`src/rtl/arm_pkg.sv`:
```
// Purpose: shared constants for the ARM conditional-execution logic (condition codes, flag bit indices, FlagW bit meanings).
// Latency: n/a (constants only).
// Backpressure: n/a.
package arm_pkg;

    // Width of the architectural flag register {N,Z,C,V}; fixed at 4.
    localparam int FLAG_W = 4;

    // Default NZCV value loaded on reset.
    localparam logic [FLAG_W-1:0] RESET_FLAGS_DEF = 4'b0000;

    // Flag bit positions inside the NZCV vector.
    localparam int FLAG_N = 3;
    localparam int FLAG_Z = 2;
    localparam int FLAG_C = 1;
    localparam int FLAG_V = 0;

    // FlagW bit meanings: [1] writes the N,Z group, [0] writes the C,V group.
    localparam int FLAGW_NZ = 1;
    localparam int FLAGW_CV = 0;

    // Instruction condition field encodings (Instr[31:28]).
    localparam logic [3:0] COND_EQ = 4'b0000;
    localparam logic [3:0] COND_NE = 4'b0001;
    localparam logic [3:0] COND_CS = 4'b0010;
    localparam logic [3:0] COND_CC = 4'b0011;
    localparam logic [3:0] COND_MI = 4'b0100;
    localparam logic [3:0] COND_PL = 4'b0101;
    localparam logic [3:0] COND_VS = 4'b0110;
    localparam logic [3:0] COND_VC = 4'b0111;
    localparam logic [3:0] COND_HI = 4'b1000;
    localparam logic [3:0] COND_LS = 4'b1001;
    localparam logic [3:0] COND_GE = 4'b1010;
    localparam logic [3:0] COND_LT = 4'b1011;
    localparam logic [3:0] COND_GT = 4'b1100;
    localparam logic [3:0] COND_LE = 4'b1101;
    localparam logic [3:0] COND_AL = 4'b1110;
    // Unconditional-reserved space: treated as a squash in this datapath.
    localparam logic [3:0] COND_NV = 4'b1111;

endpackage

```
`src/rtl/cond_check.sv`:
```
// Purpose: evaluates a 4-bit ARM condition field against an NZCV flag vector.
// Latency: purely combinational, zero cycles.
// Backpressure: none.
//
// Ports:
//   cond    - instruction condition field
//   flags   - {N,Z,C,V} to test against
//   cond_ex - 1 when the condition passes
module cond_check
    import arm_pkg::*;
(
    input  logic [3:0]        cond,
    input  logic [FLAG_W-1:0] flags,
    output logic              cond_ex
);

    logic n, z, c, v;

    assign n = flags[FLAG_N];
    assign z = flags[FLAG_Z];
    assign c = flags[FLAG_C];
    assign v = flags[FLAG_V];

    always_comb begin
        cond_ex = 1'b0;
        case (cond)
            COND_EQ: cond_ex = z;
            COND_NE: cond_ex = ~z;
            COND_CS: cond_ex = c;
            COND_CC: cond_ex = ~c;
            COND_MI: cond_ex = n;
            COND_PL: cond_ex = ~n;
            COND_VS: cond_ex = v;
            COND_VC: cond_ex = ~v;
            COND_HI: cond_ex = c & ~z;
            COND_LS: cond_ex = ~c | z;
            COND_GE: cond_ex = ~(n ^ v);
            COND_LT: cond_ex = n ^ v;
            COND_GT: cond_ex = ~z & ~(n ^ v);
            COND_LE: cond_ex = z | (n ^ v);
            COND_AL: cond_ex = 1'b1;
            default: cond_ex = 1'b0;   // COND_NV squashes
        endcase
    end

endmodule

```
`src/rtl/cond_logic.sv`:
```
// Purpose: conditional-execution stage; holds NZCV, gates decoder write strobes, updates flags on executed instructions.
// Latency: strobes/CondEx combinational (zero cycles); flag updates visible to the next instruction.
// Backpressure: none; one instruction per cycle.
//
// Ports:
//   clk, reset   - clock, asynchronous active-low reset
//   Cond         - instruction condition field
//   ALUFlags     - {N,Z,C,V} produced by the ALU this cycle
//   FlagW        - decoder flag-write request ([1] N,Z; [0] C,V)
//   PCS/RegW/MemW - decoder write requests
//   PCSrc/RegWrite/MemWrite - gated write strobes
//   CondEx       - condition passed
//   FlagsOut, SquashCount - debug outputs, present only with COND_LOGIC_DEBUG_EN defined
module cond_logic
    import arm_pkg::*;
#(
    parameter logic [FLAG_W-1:0] RESET_FLAGS = RESET_FLAGS_DEF
) (
    input  logic              clk,
    input  logic              reset,
    input  logic [3:0]        Cond,
    input  logic [FLAG_W-1:0] ALUFlags,
    input  logic [1:0]        FlagW,
    input  logic              PCS,
    input  logic              RegW,
    input  logic              MemW,
    output logic              PCSrc,
    output logic              RegWrite,
    output logic              MemWrite,
    output logic              CondEx
`ifdef COND_LOGIC_DEBUG_EN
    ,
    output logic [FLAG_W-1:0] FlagsOut,
    output logic [15:0]       SquashCount
`endif
);

    logic [FLAG_W-1:0] flags_q, flags_d;
    logic              cond_ex;

    // Conditions always see the registered flags, so an instruction never
    // observes the flags its own ALU result is producing.
    cond_check u_cond_check (
        .cond    (Cond),
        .flags   (flags_q),
        .cond_ex (cond_ex)
    );

    assign CondEx   = cond_ex;
    assign PCSrc    = PCS  & cond_ex;
    assign RegWrite = RegW & cond_ex;
    assign MemWrite = MemW & cond_ex;

    // The if-conditions only resolve true for known 1s, so an X coming from
    // the decoder on an undefined op leaves the flags untouched.
    always_comb begin
        flags_d = flags_q;
        if (cond_ex && FlagW[FLAGW_NZ]) begin
            flags_d[FLAG_N] = ALUFlags[FLAG_N];
            flags_d[FLAG_Z] = ALUFlags[FLAG_Z];
        end
        if (cond_ex && FlagW[FLAGW_CV]) begin
            flags_d[FLAG_C] = ALUFlags[FLAG_C];
            flags_d[FLAG_V] = ALUFlags[FLAG_V];
        end
    end

    always_ff @(posedge clk or negedge reset) begin
        if (!reset) begin
            flags_q <= RESET_FLAGS;
        end else begin
            flags_q <= flags_d;
        end
    end

`ifdef COND_LOGIC_DEBUG_EN
    logic [15:0] squash_cnt_q, squash_cnt_d;
    logic        squash_evt;

    // A squash only counts when the decoder actually wanted to do something.
    assign squash_evt = ~cond_ex & (PCS | RegW | MemW | (|FlagW));

    always_comb begin
        squash_cnt_d = squash_cnt_q;
        if (squash_evt && (squash_cnt_q != 16'hFFFF)) begin
            squash_cnt_d = squash_cnt_q + 16'd1;
        end
    end

    always_ff @(posedge clk or negedge reset) begin
        if (!reset) begin
            squash_cnt_q <= 16'd0;
        end else begin
            squash_cnt_q <= squash_cnt_d;
        end
    end

    assign FlagsOut    = flags_q;
    assign SquashCount = squash_cnt_q;
`endif

endmodule

```
`config.mk`:
```
export PLATFORM = sky130hd
export DESIGN_NAME = cond_logic
export DESIGN_NICKNAME = d
export VERILOG_FILES = /design/src/rtl/arm_pkg.sv /design/src/rtl/cond_check.sv /design/src/rtl/cond_logic.sv
export SDC_FILE = /design/constraint.sdc
export NUM_CORES = 1
export LEC_CHECK = 0
export CORE_AREA = 2 2 39 41
export CTS_BUF_LIST = sky130_fd_sc_hd__clkbuf_4 sky130_fd_sc_hd__clkbuf_8 sky130_fd_sc_hd__clkbuf_16
export DETAILED_ROUTE_END_ITERATION = 16
export DIE_AREA = 0 0 41 43
export PLACE_DENSITY_LB_ADDON = 0.12
export SYNTH_ARGS = -nofsm -noshare
export SYNTH_HDL_FRONTEND = slang
export SYNTH_HIERARCHICAL = 1
export SYNTH_SLANG_ARGS = --single-unit
export TNS_END_PERCENT = 5
```
`constraint.sdc`:
```
create_clock -name clk -period 2.5 [get_ports clk]
set_input_delay 0.5 -clock clk [delete_from_list [all_inputs] [get_ports clk]]
set_output_delay 0.5 -clock clk [all_outputs]
set_load 0.03 [all_outputs]
```
## Word-level counts from Yosys, hierarchy flattened

Cells that the tools add are included.

| storage, ports and cells | value |
|---|---|
| register bits after elaboration | 4 |
| RAM bits | 0 |
| latch bits | 0 |
| ROM bits | 0 |
| logic and storage cells | 33 |
| memories | 0 |

| operators by class | value |
|---|---|
| $lt $le $gt $ge | 0 |
| div/mod/pow operators | 0 |
| equality and inequality tests | 14 |
| shift-type cells | 0 |
| add/sub/neg operators | 0 |
| bitwise gates (word level) | 13 |
| multipliers | 0 |
| reduce and logical (&&, ||, !) cells | 3 |
| mux-type cells | 1 |

Operators with widths:

| cell | count |
|---|---|
| 4-bit == test, second input constant | 7 |
| 4-bit by 3-bit == test with 1-bit output, second input constant | 4 |
| 1-bit one-hot mux with 15 select lines | 1 |
| 4-bit by 2-bit == test with 1-bit output, second input constant | 2 |
| 1-bit bitwise AND | 5 |
| 1-bit inverter | 5 |
| 4-bit by 1-bit == test with 1-bit output, second input constant | 1 |
| 4-bit zero test | 1 |
| 1-bit logical AND | 2 |
| 1-bit OR | 2 |
| 1-bit bitwise XOR | 1 |

## Depth between registers and ports, before layout

| logic depth | value |
|---|---|
| word-level depth | 5 |
| mapped depth | 7 |

## Modules after synthesis

The synthesis kept the hierarchy.

By module, submodules not included:

| module | cells each | seq. area each (µm²) | instances | area each (µm²) |
|---|---|---|---|---|
| cond_check | 28 | 0.0 | 1 | 193.9 |
| cond_logic | 13 | 100.1 | 1 | 175.2 |

## Worst setup path before layout

Ideal clock, no wire load.

| timing path | value |
|---|---|
| kind | input-to-output |
| start | input Cond[3] |
| end | output MemWrite |
| buffers on the path | 1 |
| arrival | 1.815 ns |
| setup slack | 0.185 ns |
| cell stages on the path | 6 |
| path through | buf_2 or2b_1 o22ai_1 a211o_1 a211o_1 and2_2 |

| on the way | value |
|---|---|
| cells in the longest elaborated chain, start to end | 3 |
| elaborated cells on any way between the ends | 17 |
| those cells by class | eq/ne: 14; mux: 1; bitwise: 1; reduce/logical: 1 |

Ends and longest elaborated chain:

| element | RTL line | RTL |
|---|---|---|
| from (decl) | cond_logic.sv:21 | `input logic [3:0] Cond,` |
| 4-bit == test (tied with other cells) | cond_check.sv:26 | `case (cond)` |
| 1-bit one-hot mux with 15 select lines * | cond_check.sv:26 |  |
| via CondEx | cond_logic.sv:30 | `output logic CondEx` |
| 1-bit bitwise AND * | cond_logic.sv:52 | `assign MemWrite = MemW & cond_ex;` |
| to (decl) | cond_logic.sv:29 | `output logic MemWrite,` |

Mark *: on every way through the listed nets, which the timed path passes. The rest lies on a longest branch.

## Worst setup path after layout

| timing path | value |
|---|---|
| start | input Cond[1] |
| end | output RegWrite |

| on the way | value |
|---|---|
| cells in the longest elaborated chain, start to end | 3 |
| elaborated cells on any way between the ends | 17 |
| those cells by class | eq/ne: 14; mux: 1; bitwise: 1; reduce/logical: 1 |

Ends and longest elaborated chain:

| element | RTL line | RTL |
|---|---|---|
| 4-bit == test (tied with other cells) | cond_check.sv:26 |  |
| 1-bit one-hot mux with 15 select lines * | cond_check.sv:26 |  |
| 1-bit bitwise AND * | cond_logic.sv:51 | `assign RegWrite = RegW & cond_ex;` |
| to (decl) | cond_logic.sv:28 | `output logic RegWrite,` |

Every way passes the cells marked *; elsewhere a longest branch is shown, timed or not.

==> impl_metrics.env <==
export IMPL_status="completed"
export IMPL_grt_overflow=0
export IMPL_internal_power_uw=267.4
export IMPL_slew_viol_final=0
export IMPL_n_antenna_cell=0
export IMPL_clockPowerShare_pct=18.6
export IMPL_final_nets=85
export IMPL_area_delta_synth_final_pct=67.46
export IMPL_power_density_nw_per_um2=670.3
export IMPL_fmax_mhz=415.7
export IMPL_synth_cell_types=23
export IMPL_maxCapViolCount=0
export IMPL_syn_inst=41
export IMPL_start_util_pct=26.67
export IMPL_clk_pin_slew_ps=40
export IMPL_h_tree_depth=1
export IMPL_setup_ws_ps=94.42
export IMPL_finalSetupViolCount=0
export IMPL_hold_buffers=0
export IMPL_period_share_pct=96.22
export IMPL_clock_latency_ps=230
export IMPL_seq_power_share_pct=26.9
export IMPL_cts_buffers=3
export IMPL_end_kind="output pin"
export IMPL_drc=0
export IMPL_power_uw=414.3
export IMPL_worst_pin_slew_ps=254.7
export IMPL_io_buffer_count=18
export IMPL_top_regs="flags_q x4"
export IMPL_netSwitchingFraction_pct=35.46
export IMPL_die_x_um=41
export IMPL_holdCritPathClass="input pin to async pin"
export IMPL_gp_congestion=0.6251
export IMPL_clk_path_buf_depth=2
export IMPL_drtIter0Drc=3
export IMPL_vias=403
export IMPL_reg2reg_from="flags_q[3]$_DFFE_PN0P_"
export IMPL_final_util_pct=44.67
export IMPL_final_hold_viol_count=0
export IMPL_syn_area_um2=369.1
export IMPL_cts_sinks=4
export IMPL_post_place_ws_ps=-733.0
export IMPL_postSynthAreaPerCell_um2=9.003
export IMPL_worstSetupStartpoint="Cond[1]"
export IMPL_crit_fanout=5
export IMPL_synthTopCellsByArea="dfrtp_1, mux2_1, and2_2, a211o_1, xnor2_2"
export IMPL_cts_tree="yes"
export IMPL_ys_ff_latch=4
export IMPL_synthesis_nets=56
export IMPL_period_minus_slack_ps=2406
export IMPL_required_ps=2000
export IMPL_io_pins=19
export IMPL_switching_power_uw=146.9
export IMPL_post_cts_setup_buffers=0
export IMPL_rsz0062_at_grt="no"
export IMPL_grt_first_pass_wirelength_um=1400
export IMPL_design_area_um2=618.1
export IMPL_grt_max_degree=7
export IMPL_dpl_cell_area_um2=620.6
export IMPL_synth_top_area_share_pct=27.12
export IMPL_final_layout_size_suffix_gt1_share_pct=32.35
export IMPL_core_um2=1384
export IMPL_synth_common_cells="dfrtp_1, mux2_1, nand2_1, a21oi_1, and2_2"
export IMPL_cts_root_buffer="clkbuf_4"
export IMPL_crit_arrival_ps=1910
export IMPL_combinationalPowerShare_pct=54.5
export IMPL_hpwl_um=781.9
export IMPL_ys_warnings_count=6
export IMPL_route_antenna_remaining_nets=0
export IMPL_drt_first_pass_iters=2
export IMPL_largest_register_ffs=4
export IMPL_antenna_found_initial=0
export IMPL_cellLeakagePower_uw=0.0002789
export IMPL_critPathKind="input pin to output pin"
export IMPL_grt_usage_pct=11.88
export IMPL_synthArstFlopShare_pct=100.0
export IMPL_fin_skew_ps=1.574
export IMPL_vias_per_cell=4.798
export IMPL_synth_edff_count=0
export IMPL_yosysTopAreaCell="dfrtp_1"
export IMPL_start_kind="input pin"
export IMPL_wl_per_cell_um=10.79
export IMPL_top_register="flags_q"
export IMPL_dieArea_um2=1763
export IMPL_num_rows=14
export IMPL_grt_pass1_vias=362
export IMPL_wirelength_um=906
export IMPL_relSlewSlack_pct=83.02
export IMPL_synth_ff_type="dfrtp_1"
export IMPL_die_height_um=43
export IMPL_ir_drop_mv=0.3364
export IMPL_ys_seq_area_share_pct=27.12
-- power groups by stage --
stage / clock [uW] / sequential [uW] / combinational, uW
3_3_place_gp: 0 / 115 / 238
3_5_place_dp: 0 / 113 / 239
4_1_cts: 81.2 / 113 / 225
2_1_floorplan: 0 / 113 / 131
6_report: 76.9 / 112 / 226
5_1_grt: 85.8 / 116 / 244
-- worst paths after layout --
| path | endpoint | slack, ps | cells past startpoint |
|---|---|---|---|
| worst max-delay path | RegWrite | 90 | 7 |
| worst min-delay path | flags_q[3]$_DFFE_PN0P_ | 470 | 1 |
| worst max register to register | flags_q[0]$_DFFE_PN0P_ | 510 | 7 |
| worst min register to register | flags_q[1]$_DFFE_PN0P_ | 540 | 1 |
| max in group asynchronous | flags_q[0]$_DFFE_PN0P_ | 1870 | 1 |
| min in group clk | flags_q[1]$_DFFE_PN0P_ | 540 | 1 |
-- per-stage QoR --
step / hold slack [ps] / setup TNS [ps] / std cells
after floorplan: 204.4 / 0 / 41
after global placement: 569.6 / -3558 / 81
after detailed placement: 556.2 / -3560 / 81
after CTS: 466.0 / 0 / 84
after global routing: 474.5 / 0 / 84
final: 468.3 / 0 / 84
-- final cells by class --
type	count	area, um^2
clock buffer	3	22.52
timing repair buffer	26	215.2
multi-input combinational	35	260.3
sequential	4	100.1
fill	154	765.7
tap	16	20.02
-- placed cells by master (no fill, tap or decap) --
cell type and instances:
or2b_1 1, clkdlybuf4s50_1 10, dlygate4sd2_1 2, buf_4 11, a221oi_1 1, a22oi_1 1
dfrtp_1 4, mux2_1 4, clkbuf_2 1, a21oi_1 3, nor3b_1 1, xnor2_2 1
nor3_1 2, buf_2 2, o211ai_1 2, and3b_1 1, xor2_1 1, nand2_1 4
mux2_4 1, a211o_1 2, and2_2 3, nand2b_1 2, clkbuf_4 3, nor2_1 2
o22ai_1 1, nor2b_1 1, o31ai_1 1
-- metal layers --
metal	vias up	wire length, um	global-route usage, %
met5	-	0	0
met4	0	0	4.000
met3	0	53	4.712
met2	13	476	19.06
met1	184	377	13.64
li1	206	-	-
-- repair_timing --
| action | in CTS | in global routing |
|---|---|---|
| pin swaps | 0 | 3 |
| setup endpoints to repair | 4 | 4 |
| gates resized for setup | 26 | 9 |
-- worst max-delay path: stages --
cell           delay, ps
dlygate4sd2_1        280
nand2b_1             160
a221oi_1              60
a211o_1              240
a211o_1              330
and2_2               180
buf_4                160
-- cells by family (layout without fill, tap and decap cells) --
| family | Yosys count | after routing | share of synthesized area, % |
|---|---|---|---|
| AND/OR/NAND/NOR | 17 | 17 | 26.44 |
| AO/OA/AOI/OAI | 11 | 11 | 21.02 |
| multiplexers | 5 | 5 | 16.27 |
| flip-flops | 4 | 4 | 27.12 |
| XOR/XNOR | 2 | 2 | 6.781 |
| buffers and inverters | 2 | 29 | 2.371 |
No activity file was read; power rests on OpenSTA's default activity.
